**src/rtl/pdm_transmitter.sv**
```systemverilog
// PDM transmitter: buffers PCM samples in a two-entry FIFO and converts each one
// into OSR bits of a first-order sigma-delta bitstream clocked at clk_i/DIV.
module pdm_transmitter #(
  parameter int W   = 8,
  parameter int DIV = 50,
  parameter int OSR = 128
) (
  input  logic         clk_i,
  input  logic         rst_i,
  input  logic         enable_i,
  input  logic [W-1:0] sample_i,
  input  logic         sample_valid_i,
  output logic         sample_ready_o,
  output logic         pdm_clk_o,
  output logic         pdm_data_o,
  output logic         busy_o,
  output logic         underrun_o
);

  localparam int DCW = $clog2(DIV);
  localparam int BCW = (OSR > 2) ? $clog2(OSR) : 1;
  localparam logic [DCW-1:0] DIV_LAST = DCW'(DIV - 1);
  localparam logic [DCW-1:0] DIV_HALF = DCW'(DIV / 2);
  localparam logic [BCW-1:0] OSR_LAST = BCW'(OSR - 1);
  localparam logic [W-1:0]   MIDSCALE = {1'b1, {(W-1){1'b0}}};

  typedef enum logic [1:0] {S_IDLE, S_WAIT, S_RUN} state_t;

  state_t         r_state;
  state_t         w_nextState;
  logic [W-1:0]   r_fifo [2];
  logic [1:0]     r_count;
  logic [W-1:0]   r_cur;
  logic [W-1:0]   r_acc;
  logic [DCW-1:0] r_divCnt;
  logic [BCW-1:0] r_bitCnt;
  logic           r_pdmData;
  logic           r_underrun;

  logic           w_push;
  logic           w_pop;
  logic           w_tick;
  logic           w_lastBit;
  logic           w_enterRun;
  logic           w_stayRun;
  logic           w_boundary;
  logic [W:0]     w_sum;

  assign sample_ready_o = (r_count < 2'd2);
  assign w_push         = sample_valid_i & sample_ready_o;
  assign w_tick         = (r_state == S_RUN) && (r_divCnt == DIV_LAST);
  assign w_lastBit      = (r_bitCnt == OSR_LAST);
  assign w_enterRun     = (r_state != S_RUN) && (w_nextState == S_RUN);
  assign w_stayRun      = (r_state == S_RUN) && (w_nextState == S_RUN);
  assign w_boundary     = w_stayRun && w_tick && w_lastBit;
  assign w_pop          = w_enterRun || (w_boundary && (r_count != 2'd0));
  assign w_sum          = {1'b0, r_acc} + {1'b0, r_cur};
  assign pdm_data_o     = r_pdmData;
  assign underrun_o     = r_underrun;

  // Head always sits in entry 0; a pop shifts entry 1 down.
  always_ff @(posedge clk_i) begin
    if (rst_i) begin
      r_count   <= 2'd0;
      r_fifo[0] <= '0;
      r_fifo[1] <= '0;
    end else begin
      case ({w_push, w_pop})
        2'b10: begin
          r_fifo[r_count[0]] <= sample_i;
          r_count            <= r_count + 2'd1;
        end
        2'b01: begin
          r_fifo[0] <= r_fifo[1];
          r_count   <= r_count - 2'd1;
        end
        2'b11: begin
          r_fifo[0] <= sample_i;
        end
        default: begin
        end
      endcase
    end
  end

  always_ff @(posedge clk_i) begin
    if (rst_i) begin
      r_state <= S_IDLE;
    end else begin
      r_state <= w_nextState;
    end
  end

  always_comb begin
    w_nextState = r_state;
    if (!enable_i) begin
      w_nextState = S_IDLE;
    end else begin
      case (r_state)
        S_IDLE:  w_nextState = (r_count != 2'd0) ? S_RUN : S_WAIT;
        S_WAIT:  w_nextState = (r_count != 2'd0) ? S_RUN : S_WAIT;
        S_RUN:   w_nextState = S_RUN;
        default: w_nextState = S_IDLE;
      endcase
    end
  end

  always_comb begin
    busy_o    = 1'b0;
    pdm_clk_o = 1'b0;
    if (r_state == S_RUN) begin
      busy_o    = 1'b1;
      pdm_clk_o = (r_divCnt < DIV_HALF);
    end
  end

  // Accumulator is not cleared at sample boundaries so the error carries over.
  always_ff @(posedge clk_i) begin
    if (rst_i) begin
      r_cur      <= '0;
      r_acc      <= '0;
      r_divCnt   <= '0;
      r_bitCnt   <= '0;
      r_pdmData  <= 1'b0;
      r_underrun <= 1'b0;
    end else if (w_enterRun) begin
      r_cur     <= r_fifo[0];
      r_acc     <= '0;
      r_divCnt  <= '0;
      r_bitCnt  <= '0;
      r_pdmData <= 1'b0;
    end else if (w_stayRun) begin
      if (w_tick) begin
        r_divCnt  <= '0;
        r_pdmData <= w_sum[W];
        r_acc     <= w_sum[W-1:0];
        if (w_lastBit) begin
          r_bitCnt <= '0;
          if (r_count != 2'd0) begin
            r_cur <= r_fifo[0];
          end else begin
            r_cur      <= MIDSCALE;
            r_underrun <= 1'b1;
          end
        end else begin
          r_bitCnt <= r_bitCnt + BCW'(1);
        end
      end else begin
        r_divCnt <= r_divCnt + DCW'(1);
      end
    end else begin
      r_acc     <= '0;
      r_divCnt  <= '0;
      r_bitCnt  <= '0;
      r_pdmData <= 1'b0;
    end
  end

endmodule

```
**config.mk**
```make
export PLATFORM = sky130hd
export DESIGN_NAME = pdm_transmitter
export DESIGN_NICKNAME = d
export VERILOG_FILES = /design/src/rtl/pdm_transmitter.sv
export SDC_FILE = /design/constraint.sdc
export NUM_CORES = 1
export LEC_CHECK = 0
export CORE_ASPECT_RATIO = 2
export CORE_MARGIN = 2
export CORE_UTILIZATION = 32
export CTS_BUF_LIST = sky130_fd_sc_hd__clkbuf_8
export CTS_CLUSTER_DIAMETER = 200
export DETAILED_ROUTE_END_ITERATION = 8
export HOLD_SLACK_MARGIN = 0.12
export PLACE_DENSITY = 0.51
export SLEW_MARGIN = 0
export SYNTH_ARGS = -nofsm -noshare
export SYNTH_HDL_FRONTEND = slang
export SYNTH_SLANG_ARGS = --single-unit
```
**constraint.sdc**
```tcl
create_clock -name clk_i -period 4.06 [get_ports clk_i]
set_clock_uncertainty 0.15 [all_clocks]
set_input_delay 0.609 -clock clk_i [delete_from_list [all_inputs] [get_ports clk_i]]
set_output_delay 0.609 -clock clk_i [all_outputs]
set_load 0.02 [all_outputs]
```
==> results of run 1 <==
[routing by layer]
metal / routed length (um) / GRT usage [%]
met1: 1990 / 12.7
met5: 0 / 0
met4: 120 / 6.24
met3: 100 / 2.11
met2: 2680 / 24.3
[sequential cells by signal (all words and copies together), names as in the netlist]
signal      cells
r_fifo         16
r_acc           8
r_cur           8
r_bitCnt        7
r_divCnt        6
r_count         2
r_state         2
pdm_data_o      1
underrun_o      1
[cells in the mapped netlist, drive strengths merged (2+ instances only)]
cell type / instances / area share (%)
mux2i: 9 / 3.6
edfxtp: 16 / 19
inv: 13 / 2.0
a211oi: 2 / 0.61
dfxtp: 35 / 28
nand2: 16 / 2.4
a22o: 7 / 2.5
or2: 2 / 0.51
nand3: 16 / 3.2
and2: 2 / 0.51
nand2b: 5 / 1.3
and3: 4 / 1.1
xor2: 9 / 3.2
xnor2: 4 / 1.4
o21ai: 8 / 1.6
ha: 15 / 7.6
or3: 7 / 1.8
nor3: 4 / 0.81
nor2: 40 / 6.1
buf: 2 / 0.51
clkbuf: 6 / 0.91
a21oi: 12 / 2.4
nand4: 4 / 1.6
[cell type report]
type / instances / area (um2)
timing repair buffer: 20 / 190
sequential: 51 / 1180
clock inverter: 3 / 16.3
inverter: 13 / 48.8
clock buffer: 5 / 68.8
tap: 94 / 118
fill: 791 / 4720
multi-input combinational: 182 / 1200
[power by group]
part	switching [uW]	leakage (uW)	internal, uW	total, uW
Combinational	163	0.000579	117	280
Sequential	33.6	0.000450	595	628
Clock	172	0.0000453	118	291
[critical path, cell delays in order]
cell             delay [ps]
clkdlybuf4s50_1         470
and2_1                  200
nand4_4                 120
or2_2                   130
a21oi_1                 110
ha_1                    250
or3_1                   410
o31ai_4                 520
mux2i_1                 300
nor2_1                   60
[cell usage in the layout (no fill, tap or decap), types with 2 or more instances in the layout]
cell | synthesis | layout
nand3_1 | 16 | 16
clkbuf_8 | 0 | 5
nand2b_1 | 5 | 5
ha_1 | 15 | 15
buf_4 | 1 | 4
dfxtp_1 | 35 | 35
a22o_1 | 7 | 7
xnor2_1 | 4 | 4
edfxtp_1 | 16 | 16
a211oi_1 | 2 | 2
or3_1 | 7 | 7
o21ai_0 | 8 | 8
and2_1 | 2 | 2
mux2i_1 | 9 | 9
nand4_1 | 3 | 3
nand2_1 | 16 | 16
or2_2 | 2 | 2
a21oi_1 | 12 | 12
xor2_1 | 9 | 9
nor3_1 | 4 | 4
nor2_1 | 40 | 40
clkdlybuf4s50_1 | 0 | 16
and3_1 | 3 | 3
inv_1 | 13 | 14
[metrics by stage]
| step | instances | hold WS, ps | instance area, um2 |
|---|---|---|---|
| after floorplan | 254 | 286 | 2470 |
| after global placement | 360 | 295 | 2740 |
| after detailed placement | 360 | 303 | 2740 |
| after CTS | 368 | 312 | 2830 |
| after global routing | 368 | 334 | 2830 |
| final | 368 | 306 | 2830 |
[cells by family after synthesis]
logic type	count (synthesis)	synth area share, %
flops	51	47.8
fa+ha+maj	16	8.41
compound gates	37	10.4
mux	9	3.65
buf+inv	21	3.39
xor+xnor	13	4.61
simple gates	107	21.7
[worst paths after layout]
path                                                    to  slack, ps  cells after the start
worst min-delay path                 r_cur[4]$_SDFFE_PP0P_        310                      1
worst max-delay path            r_fifo[0][3]$_SDFFCE_PN0P_        790                     10
worst max register to register  r_fifo[0][3]$_SDFFCE_PN0P_        880                     11
worst min register to register       r_cur[4]$_SDFFE_PP0P_        310                      1
==> impl_results.md, run 1 <==
* PnR worst setup slack at between 700 and 800 ps
* Post-CTS Setup Bufs at 0
* Total track usage at 12.7%
* Register area share after synthesis at 47.8%
* Worst Setup End Kind: flop
* Status: finished clean
* Initial DRC Count at 51
* Worst Path Required at between 3000 and 4000 ps
* Hold Buf Count CTS at 0
* IO Pins at 17
* GR Overflow Total at 0
* Top_reg_cell synth: dfxtp_1
* Slew margin rel. at 46.5%
* Period utilization at 80.5%
* Clock Sink Count at 51
* CTS resizes at 0
* Net count, final at 301
* # DRC at 0
* RSZ-0062 raised after global routing: false
* Syn Nets at 282
* DR vias at 1804
* Post-synthesis register bit count at 51
* Pre-CTS WS at 453 ps
* Pwr Total at 1200 uW
* Row count at 45
* Setup TNS at 0 ps
* CTS tree: yes
* Worst-path fanout max at 8
* Crit path arrival time at 3180 ps
* Setup CP Type: input pin to flop
* Ant diodes at 0
* R2R Path Start: r_divCnt[1]$_SDFF_PP0_
* Gp weighted congestion at roughly 0.76
* Post-route core utilization at a little under two fifths
* Max-cap violations at 0
* Avg Vias per Cell at 4.90
* Crit path from: enable_i
* Share of cells above drive strength 1 at 6.57%
* HPWL after detailed placement at 3700 um
* Pwr per Cell Area at 424 nW/um2
* Max Slew Vio Count at 0
* # port buffers at 16
* Post-route ant nets at 0
* VDD IR max at 0.000305 V
* Largest net degree at the start of global routing at 17
* Vias in the first global route at 1806
* Cell area after synthesis at 2470 um2
* Count of cell types in the netlist at between 40 and 50
* Mean Syn Cell Area at slightly below 10 um2
* Drt wl/cell at 13.3 um
* Setup violators final at 0
* Cells after synthesis at 254
* EDFF count, synth at 16
* First-pass GRT wire length at slightly above 8000 um
* Die X at ~66 um
* WL final at just under 5000 um
* Clock Latency Late Sink at roughly 310 ps
* Hold path start: r_fifo[0][4]$_SDFFCE_PN0P_
* Core ar. at 7540 um2
* Hold Violations, Final at 0
* Drt pass-1 iters at 4
* Num CTS Buffers at 5
* Syn. warnings at 0
* Final Critical Period at 3270 ps
* Die height at 128 um
* Post-synth ARST share at 0%
* Worst-path clk slew at 100 ps
* CP startpoint kind: input pin
* Max clock buf depth at 2
* P_leak at 0.00107 uW
* Initial antenna violation count at 0
* Die area at 8480 um2
* HP Class: flop to flop
* Root Driver: clkbuf_8
* Worst-margin pin slew at approximately 800 ps
* Maximum clock rate at about 300 MHz
* CTS H-tree depth at 2
* Initial Util at roughly 33%
* Synthesis-to-layout area growth at 14.5%
Power figures use the tool's default switching activity.
==> run 2, diff against run 1 <==
PLACE_DENSITY = 0.52   (was 0.51)
clock period = 2.93 ns   (was 4.06 ns; I/O delays follow)
==> impl_results.md, run 2 (synthesized netlist as in run 1, its figures left out) <==
* Cell internal pwr at 1310 uW (was 830 uW)
* Net count, final at 321 (was 301)
* Die X at 66.1 um (unchanged)
* Max clock buf depth at 2 (unchanged)
* Maximum clock rate at between 300 and 400 MHz
* Gate power share at 26.5% (was 23.4%)
* Worst-margin pin slew at 601 ps (was 797 ps)
* Row count at 45 (unchanged)
* Most flops, register: r_fifo (unchanged)
* HP Class: flop to flop (unchanged)
* Cell Count, Final, Fillers Out at 388 (was 368)
* RSZ-0062 raised after global routing: false (unchanged)
* Crit path arrival time at 2760 ps (was 3180 ps)
* VDD IR max at 0.000402 V (was 0.000305 V)
* CP startpoint kind: flop (was input pin)
* Hold Buf Count CTS at 0 (unchanged)
* Max-cap violations at 0 (unchanged)
* Drt pass-1 iters at 4 (unchanged)
* Sequential Power Share at 47.5% (was 52.4%)
* CTS tree: yes (unchanged)
* Max FFs per register at 16 (unchanged)
* Pwr per Cell Area at 598 nW/um2 (was 424 nW/um2)
* Worst-path clk slew at 90 ps (was 100 ps)
* Most frequent cells in the layout: nor2_1 (40), dfxtp_1 (34), buf_4 (23) (was nor2_1 (40), dfxtp_1 (35))
* Num CTS Buffers at 5 (unchanged)
* PnR worst setup slack at 93.8 ps (was 790 ps)
* Most common cell after layout, fill and taps aside: nor2_1 (unchanged)
* Initial DRC Count at 46 (was 51)
* CTS H-tree depth at 2 (unchanged)
* Total track usage at 13.4% (was 12.7%)
* Share of cells above drive strength 1 at 16.0% (was 6.57%)
* DR vias at 1873 (was 1804)
* Status: finished clean (unchanged)
* Worst Path Required at 2850 ps (was 3970 ps)
* Largest net degree at the start of global routing at 17 (unchanged)
* Die area at 8480 um2 (unchanged)
* Initial Util at 32.7% (unchanged)
* Vias in the first global route at 2028 (was 1806)
* Root Driver: clkbuf_8 (unchanged)
* Register area at 1180 um2 (about the same)
* Net Sw Frac at 28.6% (was 30.8%)
* Synthesis-to-layout area growth at 24.8% (was 14.5%)
* Initial antenna violation count at 0 (unchanged)
* Pwr Total at 1840 uW (was 1200 uW)
* Max Slew Vio Count at 0 (unchanged)
* Multi-input logic area at 1270 um2 (was 1200 um2)
* GR Overflow Total at 0 (unchanged)
* Drt wl/cell at 13.1 um (was 13.3 um)
* WL final at 5080 um (was 4890 um)
* Clock power share at 26.0% (was 24.2%)
* P_leak at 0.00121 uW (was 0.00107 uW)
* IO Pins at 17 (unchanged)
* Setup CP Type: flop to flop (was input pin to flop)
* Placed Cells incl. Taps at 379 (was 360)
* First-pass GRT wire length at 8930 um (was 8260 um)
* Period utilization at 96.8%
* Fill count at 784 (was 791)
* Slew margin rel. at 59.8% (was 46.5%)
* # port buffers at 16 (unchanged)
* Die height at 128 um (unchanged)
* Psw at 527 uW (was 369 uW)
* Ant diodes at 0 (unchanged)
* Worst Setup End Kind: flop (unchanged)
* Top Registers: r_fifo: 16 flops, r_acc: 8 flops, r_cur: 8 flops (unchanged)
* Pre-CTS WS at -356 ps (was 453 ps)
* Core ar. at 7540 um2 (unchanged)
* Worst-path fanout max at 8 (unchanged)
* Post-route ant nets at 0 (unchanged)
* Final Critical Period at 2840 ps
* Setup violators final at 0 (unchanged)
* Avg Vias per Cell at 4.83 (was 4.90)
* HPWL after detailed placement at 3820 um (was 3700 um)
* # DRC at 0 (unchanged)
* Clock Sink Count at 51 (unchanged)
* Clock Latency Late Sink at 310 ps (about the same)
* Hold Violations, Final at 0 (unchanged)
* Gp weighted congestion at 0.770 (was 0.759)
-- run 2: cell types whose count changed in the layout (fill, tap and decap cells not counted), moves of 2 or more --
cell     change
mux2i_2      +2
buf_4       +19
mux2i_4      +4
mux2i_1      -6
-- run 2: final cells by class --
class                      instances  area share [%]
inverter                          13            1.58
clock inverter                     3            1.22
sequential                        51            38.4
clock buffer                       5            2.23
timing repair buffer              40            11.4
tap                               94            3.82
multi-input combinational        182            41.3
-- run 2: what timing repair did --
item / 4_1_cts / 5_1_grt
resized for setup: 0 / 14
endpoints found under the setup margin: 16 / 16
setup buffers: 1 / 0
pin swaps: 1 / 2
-- run 2: per-stage QoR --
step | area, um2 | hold slack [ps] | TNS [ps] | utilization (%)
global route | 3080 | 341 | 0 | 40.8
global placement | 2890 | 293 | -4790 | 38.2
floorplan | 2470 | 286 | 0 | -
detailed placement | 2890 | 301 | -5540 | 38.2
finish | 3080 | 316 | 0 | 40.8
CTS | 3010 | 317 | 0 | 39.9
-- run 2: final timing paths --
kind / from / end / slack, ps / cells after the start
max: r_divCnt[1]$_SDFF_PP0_ / r_fifo[1][3]$_SDFFCE_PN0P_ / 90 / 12
min: r_acc[2]$_SDFFE_PP0N_ / r_acc[2]$_SDFFE_PP0N_ / 320 / 2
max reg2reg: r_divCnt[1]$_SDFF_PP0_ / r_fifo[1][3]$_SDFFCE_PN0P_ / 90 / 12
min reg2reg: r_acc[2]$_SDFFE_PP0N_ / r_acc[2]$_SDFFE_PP0N_ / 320 / 2
-- run 2: metal layers --
layer | vias to the layer above | global-route usage (%) | share of wire [%]
met5 | - | 0 | 0
met4 | 0 | 6.00 | 2.5
met3 | 11 | 2.11 | 2.1
met2 | 23 | 25.0 | 56
met1 | 871 | 14.1 | 40
li1 | 968 | - | -
-- run 2: critical path, stage by stage, from the launching register on --
cell,delay [ps]
dfxtp_2,330
inv_1,50
ha_1,180
and4bb_2,270
nand4_4,100
or2_2,120
a21oi_1,80
ha_2,180
or4_4,540
o31ai_4,90
buf_12,200
mux2i_4,240
nor2_1,60
-- run 2: power groups by stage --
stage	clock network, uW	registers, uW	logic (uW)
3_3_place_gp	0	888	444
6_report	479	875	488
4_1_cts	498	874	461
2_1_floorplan	0	864	296
3_5_place_dp	0	890	446
5_1_grt	521	883	541
